--- src/rtl/sna_request_transmitter_param_if.sv ---
// rtl/sna_request_transmitter_param_if.sv - AXI4-Lite AW/W/AR request channel bundle
// Signals: awaddr/awvalid/awready, wdata/wvalid/wready (+ wstrb when SNA_WSTRB_EN),
//          araddr/arvalid/arready.
// Modports: master = request transmitter (drives addr/data/valid), slave = AXI target.
// Optional macro: SNA_WSTRB_EN adds the wstrb byte-lane vector.
interface sna_request_transmitter_param_if #(
   parameter int ADDR_WIDTH = 32,
   parameter int DATA_WIDTH = 32
);
   logic [ADDR_WIDTH-1:0]   awaddr;
   logic                    awvalid;
   logic                    awready;
   logic [DATA_WIDTH-1:0]   wdata;
   logic                    wvalid;
   logic                    wready;
   logic [ADDR_WIDTH-1:0]   araddr;
   logic                    arvalid;
   logic                    arready;
`ifdef SNA_WSTRB_EN
   logic [DATA_WIDTH/8-1:0] wstrb;

   modport master (output awaddr, awvalid, wdata, wvalid, wstrb, araddr, arvalid,
                   input  awready, wready, arready);
   modport slave  (input  awaddr, awvalid, wdata, wvalid, wstrb, araddr, arvalid,
                   output awready, wready, arready);
`else
   modport master (output awaddr, awvalid, wdata, wvalid, araddr, arvalid,
                   input  awready, wready, arready);
   modport slave  (input  awaddr, awvalid, wdata, wvalid, araddr, arvalid,
                   output awready, wready, arready);
`endif
endinterface

--- src/rtl/sna_request_transmitter_param.sv ---
// rtl/sna_request_transmitter_param.sv - SNA request flits to AXI4-Lite AW/W/AR transactions
// Ports: clock, reset (sync, active-high); flit inputs is_valid/read/vc_id/pov_addr/addr/data
//        (+ strb when SNA_WSTRB_EN); per-VC flow control is_on_off/is_allocatable;
//        axi (master modport: AW, W, AR channels); outstanding-ID FIFO head
//        pov_addr_buffer/pov_valid with consume strobe pov_pop.
// Optional macro: SNA_WSTRB_EN latches strb with the data flit and drives axi.wstrb.
module sna_request_transmitter_param #(
   parameter int ADDR_WIDTH  = 32,
   parameter int DATA_WIDTH  = 32,
   parameter int POV_WIDTH   = 4,
   parameter int NUM_VC      = 8,
   parameter int OUTSTANDING = 4
) (
   input  logic                        clock,
   input  logic                        reset,
   input  logic                        is_valid,
   input  logic                        read,
   input  logic [$clog2(NUM_VC)-1:0]   vc_id,
   input  logic [POV_WIDTH-1:0]        pov_addr,
   input  logic [ADDR_WIDTH-1:0]       addr,
   input  logic [DATA_WIDTH-1:0]       data,
`ifdef SNA_WSTRB_EN
   input  logic [DATA_WIDTH/8-1:0]     strb,
`endif
   output logic [NUM_VC-1:0]           is_on_off,
   output logic [NUM_VC-1:0]           is_allocatable,
   sna_request_transmitter_param_if.master axi,
   output logic [POV_WIDTH-1:0]        pov_addr_buffer,
   output logic                        pov_valid,
   input  logic                        pov_pop
);
   localparam int VC_W  = $clog2(NUM_VC);
   localparam int PTR_W = $clog2(OUTSTANDING);
   localparam int CNT_W = $clog2(OUTSTANDING + 1);

   typedef enum logic [2:0] {S_IDLE, S_ADDR, S_DATA, S_W_ISSUE, S_AR_ISSUE} state_t;

   state_t                  state, state_nxt;
   logic                    rd_q;
   logic [VC_W-1:0]         vc_q;
   logic [POV_WIDTH-1:0]    pov_q;
   logic [ADDR_WIDTH-1:0]   addr_q;
   logic [DATA_WIDTH-1:0]   data_q;
   logic                    aw_done, w_done;
   logic                    ar_v, aw_v, w_v;
   logic                    accept, push, pop, fifo_full;
   logic                    aw_hs, w_hs, ar_hs;
   logic [VC_W-1:0]         vc_sel;

   logic [POV_WIDTH-1:0]    mem [OUTSTANDING];
   logic [PTR_W-1:0]        wr_ptr, rd_ptr;
   logic [CNT_W-1:0]        count;

   assign fifo_full = (count == CNT_W'(OUTSTANDING));
   assign vc_sel    = (state == S_IDLE) ? vc_id : vc_q;
   assign aw_hs     = aw_v && axi.awready;
   assign w_hs      = w_v && axi.wready;
   assign ar_hs     = ar_v && axi.arready;
   assign pop       = pov_pop && (count != '0);

   // Flow control and valids are decoded from registered state only; the FIFO
   // can only drain while an issue state waits, so once not full it stays so.
   always_comb begin
      state_nxt      = state;
      is_on_off      = '0;
      is_allocatable = '0;
      ar_v           = 1'b0;
      aw_v           = 1'b0;
      w_v            = 1'b0;
      push           = 1'b0;
      if (!reset) begin
         unique case (state)
            S_IDLE: begin
               is_on_off      = '1;
               is_allocatable = '1;
            end
            S_ADDR, S_DATA: is_on_off = NUM_VC'(1) << vc_q;
            S_W_ISSUE: begin
               aw_v = !aw_done && !fifo_full;
               w_v  = !w_done && !fifo_full;
            end
            S_AR_ISSUE: ar_v = !fifo_full;
            default: ;
         endcase
      end
      accept = is_valid && is_on_off[vc_sel];
      if (!reset) begin
         unique case (state)
            S_IDLE:  if (accept) state_nxt = S_ADDR;
            S_ADDR:  if (accept) state_nxt = rd_q ? S_AR_ISSUE : S_DATA;
            S_DATA:  if (accept) state_nxt = S_W_ISSUE;
            S_W_ISSUE: begin
               // AW and W may finish in either order or together.
               if ((aw_done || aw_hs) && (w_done || w_hs)) begin
                  push      = 1'b1;
                  state_nxt = S_IDLE;
               end
            end
            S_AR_ISSUE: begin
               if (ar_hs) begin
                  push      = 1'b1;
                  state_nxt = S_IDLE;
               end
            end
            default: state_nxt = S_IDLE;
         endcase
      end
   end

   always_ff @(posedge clock) begin
      if (reset) begin
         state   <= S_IDLE;
         rd_q    <= 1'b0;
         vc_q    <= '0;
         pov_q   <= '0;
         addr_q  <= '0;
         data_q  <= '0;
         aw_done <= 1'b0;
         w_done  <= 1'b0;
         wr_ptr  <= '0;
         rd_ptr  <= '0;
         count   <= '0;
      end else begin
         state <= state_nxt;
         if (state == S_IDLE && accept) begin
            rd_q    <= read;
            vc_q    <= vc_id;
            pov_q   <= pov_addr;
            aw_done <= 1'b0;
            w_done  <= 1'b0;
         end
         if (state == S_ADDR && accept) addr_q <= addr;
         if (state == S_DATA && accept) data_q <= data;
         if (aw_hs) aw_done <= 1'b1;
         if (w_hs)  w_done  <= 1'b1;
         if (push) wr_ptr <= wr_ptr + PTR_W'(1);
         if (pop)  rd_ptr <= rd_ptr + PTR_W'(1);
         if (push && !pop)      count <= count + CNT_W'(1);
         else if (pop && !push) count <= count - CNT_W'(1);
      end
   end

   always_ff @(posedge clock) begin
      if (push) mem[wr_ptr] <= pov_q;
   end

`ifdef SNA_WSTRB_EN
   logic [DATA_WIDTH/8-1:0] strb_q;
   always_ff @(posedge clock) begin
      if (reset)                          strb_q <= '0;
      else if (state == S_DATA && accept) strb_q <= strb;
   end
   assign axi.wstrb = reset ? '0 : strb_q;
`endif

   assign axi.arvalid     = ar_v;
   assign axi.awvalid     = aw_v;
   assign axi.wvalid      = w_v;
   assign axi.araddr      = reset ? '0 : addr_q;
   assign axi.awaddr      = reset ? '0 : addr_q;
   assign axi.wdata       = reset ? '0 : data_q;
   assign pov_valid       = !reset && (count != '0);
   assign pov_addr_buffer = pov_valid ? mem[rd_ptr] : '0;
endmodule

--- src/flat_wrapper.sv ---
// flat-port wrapper written by rule: the top's interface ports become plain ports
module sna_request_transmitter_param_flat 
#(
   parameter int ADDR_WIDTH  = 32,
   parameter int DATA_WIDTH  = 32,
   parameter int POV_WIDTH   = 4,
   parameter int NUM_VC      = 8,
   parameter int OUTSTANDING = 4
)
  (clock, reset, is_valid, read, vc_id, pov_addr, addr, data, is_on_off, is_allocatable, pov_addr_buffer, pov_valid, pov_pop, axi_awaddr, axi_awvalid, axi_wdata, axi_wvalid, axi_araddr, axi_arvalid, axi_awready, axi_wready, axi_arready);
  sna_request_transmitter_param_if #(.ADDR_WIDTH(ADDR_WIDTH), .DATA_WIDTH(DATA_WIDTH)) axi_i ();
  input  logic clock;
  input  logic reset;
  input  logic is_valid;
  input  logic read;
  input  logic [$clog2(NUM_VC)-1:0] vc_id;
  input  logic [POV_WIDTH-1:0] pov_addr;
  input  logic [ADDR_WIDTH-1:0] addr;
  input  logic [DATA_WIDTH-1:0] data;
  output logic [NUM_VC-1:0] is_on_off;
  output logic [NUM_VC-1:0] is_allocatable;
  output logic [POV_WIDTH-1:0] pov_addr_buffer;
  output logic pov_valid;
  input  logic pov_pop;
  output wire logic [$bits(axi_i.awaddr)-1:0] axi_awaddr;
  output wire logic [$bits(axi_i.awvalid)-1:0] axi_awvalid;
  output wire logic [$bits(axi_i.wdata)-1:0] axi_wdata;
  output wire logic [$bits(axi_i.wvalid)-1:0] axi_wvalid;
  output wire logic [$bits(axi_i.araddr)-1:0] axi_araddr;
  output wire logic [$bits(axi_i.arvalid)-1:0] axi_arvalid;
  input wire logic [$bits(axi_i.awready)-1:0] axi_awready;
  input wire logic [$bits(axi_i.wready)-1:0] axi_wready;
  input wire logic [$bits(axi_i.arready)-1:0] axi_arready;
  assign axi_awaddr = axi_i.awaddr;
  assign axi_awvalid = axi_i.awvalid;
  assign axi_wdata = axi_i.wdata;
  assign axi_wvalid = axi_i.wvalid;
  assign axi_araddr = axi_i.araddr;
  assign axi_arvalid = axi_i.arvalid;
  assign axi_i.awready = axi_awready;
  assign axi_i.wready = axi_wready;
  assign axi_i.arready = axi_arready;
  sna_request_transmitter_param #(.ADDR_WIDTH(ADDR_WIDTH), .DATA_WIDTH(DATA_WIDTH), .POV_WIDTH(POV_WIDTH), .NUM_VC(NUM_VC), .OUTSTANDING(OUTSTANDING)) u_core (.clock(clock), .reset(reset), .is_valid(is_valid), .read(read), .vc_id(vc_id), .pov_addr(pov_addr), .addr(addr), .data(data), .is_on_off(is_on_off), .is_allocatable(is_allocatable), .axi(axi_i), .pov_addr_buffer(pov_addr_buffer), .pov_valid(pov_valid), .pov_pop(pov_pop));
endmodule
--- config.mk ---
export PLATFORM = sky130hd
export DESIGN_NAME = sna_request_transmitter_param_flat
export DESIGN_NICKNAME = d
export VERILOG_FILES = /design/src/rtl/sna_request_transmitter_param_if.sv /design/src/rtl/sna_request_transmitter_param.sv /design/src/flat_wrapper.sv
export SDC_FILE = /design/constraint.sdc
export NUM_CORES = 1
export LEC_CHECK = 0
export CORE_UTILIZATION = 40
export CTS_BUF_LIST = sky130_fd_sc_hd__clkbuf_2
export CTS_CLUSTER_DIAMETER = 200
export DETAILED_ROUTE_END_ITERATION = 10
export GPL_TIMING_DRIVEN = 0
export PLACE_DENSITY = 0.82
export SLEW_MARGIN = 30
export SYNTH_ARGS = -nofsm -noshare
export SYNTH_HDL_FRONTEND = slang
export SYNTH_SLANG_ARGS = --single-unit
--- constraint.sdc ---
create_clock -name clock -period 3.1 [get_ports clock]
set_input_delay 0.775 -clock clock [delete_from_list [all_inputs] [get_ports clock]]
set_output_delay 0.775 -clock clock [all_outputs]
set_load 0.01 [all_outputs]
==> impl_results.md <==
- Status: complete, no violations
- Worst-Margin Slew: 498.2 ps
- I/O pins: 199
- Worst Setup Start Kind: primary input
- Post-cts hold buffer count: 0
- Leak: 3.165 nW
- Fmax: 329.9 MHz
- Layout area overhead: 51.34%
- Clock slew at reported path FFs: between 200 and 250 ps
- Die height: 112.6 um
- DP Area: about 7000 um^2
- Via/cell ratio: 4.867
- I/O Buffers: slightly below 200
- Synth unique cells: 50
- CP Data Required Time: between 2000 and 2500 ps
- Initial DRT Pass Iterations: 4
- Core Area: 11960 um^2
- Min cycle time layout: 3032 ps
- Max VDD drop: ~250 uV
- Period utilization: 97.79%
- # DRC: 0
- Synth Warn #: 0
- Total GRT Usage: 19.43%
- Clock sink total: 102
- Drt wl/cell: 15.09 um
- Share of cells above drive strength 1: around a quarter
- Post-synthesis sequential area ratio: 45.00%
- Cell Chain, Critical Path: buf_6 > clkbuf_2 > clkbuf_4 > nor2b_2 > buf_4 > clkdlybuf4s50_1
- Synth top area cells: dfxtp_1 35%, edfxtp_1 9.8%, mux2_4 8.9%, nor2b_1 8.3%, mux2_1 8.1%
- Antenna-violating nets left: 0
- Buffer depth of the longest clock path: 2
- Max-cap violations: 0
- Clk_lat worst skew: 580 ps
- Final Power: 4.014 mW
- Post-route cell area: 7406 um^2
- EDFF count, synth: 16
- Die Area: 12680 um^2
- Final net count: 742
- Filler cell count: 979
- Largest net degree at the start of global routing: 18
- Cell Pwr Density: 541.9 nW/um^2
- First-pass GRT wire length: 19330 um
- Gr ovfl total: 0
- Post-synth ARST share: 0%
- Top_reg_cell synth: dfxtp_1
- Worst Skew: 29.65 ps
- Root Driver: clkbuf_2
- Final Max Slew Viols: 0
- First-iteration detailed-routing DRC count: 277
- H-tree depth: 3
- Sum Neg Setup Slack: 0 ps
- Syn Inst Count: about 440
- # rows: 40
- Inserted Clock Buffers: 9
- Crit Path Category: in -> out
- Pre-CTS WS: -573.8 ps
- Max FO, Critical Path: 10
- Initial antenna violation count: 1
- Routability Congestion: 0.8451
- Crit end category: primary output
- Final Hold Fails: 0
- Dpl hpwl: 9444 um
- Syn avg cell area: roughly 11 um^2
- Hold WC Path Type: reg -> reg
- Yosys top cell by area: dfxtp_1
- Drt total wl: 12220 um
- Cell Area, Synth: 4893 um^2
- Final setup margin: 68.48 ps
- Vias in the first global route: 3941
- RSZ-0062 raised after global routing: true
- Top cell type's share of synthesized area: 35.18%
- TritonCTS clock tree: yes
- Yosys reg bits: 102
- Die width: 112.6 um
- Critical-path top delay cell: clkdlybuf4s50_1
- Synthesized Nets: about 530
- Max_slew headroom: between 60% and 70%
- Largest stage delay on the critical path: 530 ps
- Worst EP arrival: 2260 ps
- Initial Util: 40.91%
- Final setup violation count: 0
- DR vias: 3942
- Fin util: 61.91%
-- cell usage after synthesis, drive strengths merged (5+ instances only) --
cell type  instances
a21oi             15
and2               6
and3               5
buf               54
clkbuf            12
dfxtp             86
edfxtp            16
ha                 5
inv                7
mux2              64
nand2             10
nand3             13
nor2              23
nor2b             65
nor3               6
o21ai              9
xor2               5
-- cell usage in the layout, fill, tap and decap left out, types with 6 or more instances in the layout --
cell,n
clkdlybuf4s50_1,182
and2_1,6
nor2_1,20
dfxtp_2,6
edfxtp_1,16
nor2b_2,25
a21oi_1,15
nand3_1,12
inv_1,7
mux2_1,35
dlymetal6s2s_1,7
clkbuf_2,12
dlygate4sd2_1,8
nor2b_1,40
mux2_4,29
nand2_1,10
o21ai_0,9
buf_4,55
dfxtp_1,78
-- layout make-up --
class	count	area (um^2)	area share, %
antenna	1	2.502	0.03379
clock buffer	10	50.05	0.6758
tap	147	183.9	2.484
clock inverter	6	91.34	1.233
multi-input combinational	266	2313	31.24
buffer	64	466.7	6.302
sequential	102	2217	29.94
inverter	7	26.28	0.3548
timing repair buffer	207	2054	27.74
-- worst max-delay path, delay by kind of cell --
kind | cells | cell delay [ps]
AND/OR/NAND/NOR | 1 | 210
buffers and inverters | 5 | 1260
-- per-stage QoR --
step,hold WS [ps],cells
final,518.8,810
after global routing,504.4,810
after CTS,492.9,806
after detailed placement,479.5,785
after global placement,466.6,785
after floorplan,443.1,441
-- report_power, final --
| part | switching, mW | internal [mW] | leakage, nW |
|---|---|---|---|
| sequential | 0.0794 | 1.53 | 0.848 |
| combinational | 0.749 | 0.935 | 2.23 |
| clock | 0.442 | 0.276 | 0.0869 |
| total | 1.27 | 2.74 | 3.16 |
-- worst paths after layout --
check                                     start               to  slack (ps)  cells after the start
worst max-delay path                      reset    axi_awaddr[3]          70                      6
worst min-delay path                u_core.rd_q  u_core.state[2]         520                      2
worst max register to register  u_core.state[2]  u_core.count[2]         170                     12
worst min register to register      u_core.rd_q  u_core.state[2]         520                      2
-- state kept, by name, summed over array words and instances, names as in the netlist, named ones only --
name	count
u_core.addr_q	32
u_core.aw_done	1
u_core.count	3
u_core.data_q	32
u_core.mem	16
u_core.pov_q	4
u_core.rd_ptr	2
u_core.rd_q	1
u_core.state	3
u_core.vc_q	3
u_core.w_done	1
u_core.wr_ptr	2
-- timing repair --
item / CTS / global route
gates resized for setup: 44 / 30
endpoints found under the hold margin: 0 / 0
endpoints found under the setup margin: 76 / 26
buffers inserted: 7 / 3
pin swaps: 1 / 1
-- kinds of logic (layout without fill, tap and decap cells) --
family | Yosys count | in the layout | share of synthesized area [%]
xor gates and xnor gates | 6 | 6 | 1.074
muxes | 71 | 71 | 19.41
buffers and inverters | 73 | 294 | 9.844
adders and majority gates | 6 | 6 | 1.688
DFF | 102 | 102 | 45.00
and+or+nand+nor | 143 | 143 | 16.54
AOI/OAI and AO/OA | 40 | 40 | 6.444
other | 0 | 1 | 0
-- metal layers --
metal  GRT usage, %  wire length (um)  up-vias
met3          6.102               952       15
li1               -                 -     1898
met5              0                 0        -
met2          34.69              6532      162
met1          21.43              4615     1867
met4          7.556               119        0
Note: power is estimated with default switching activity, not from simulation.
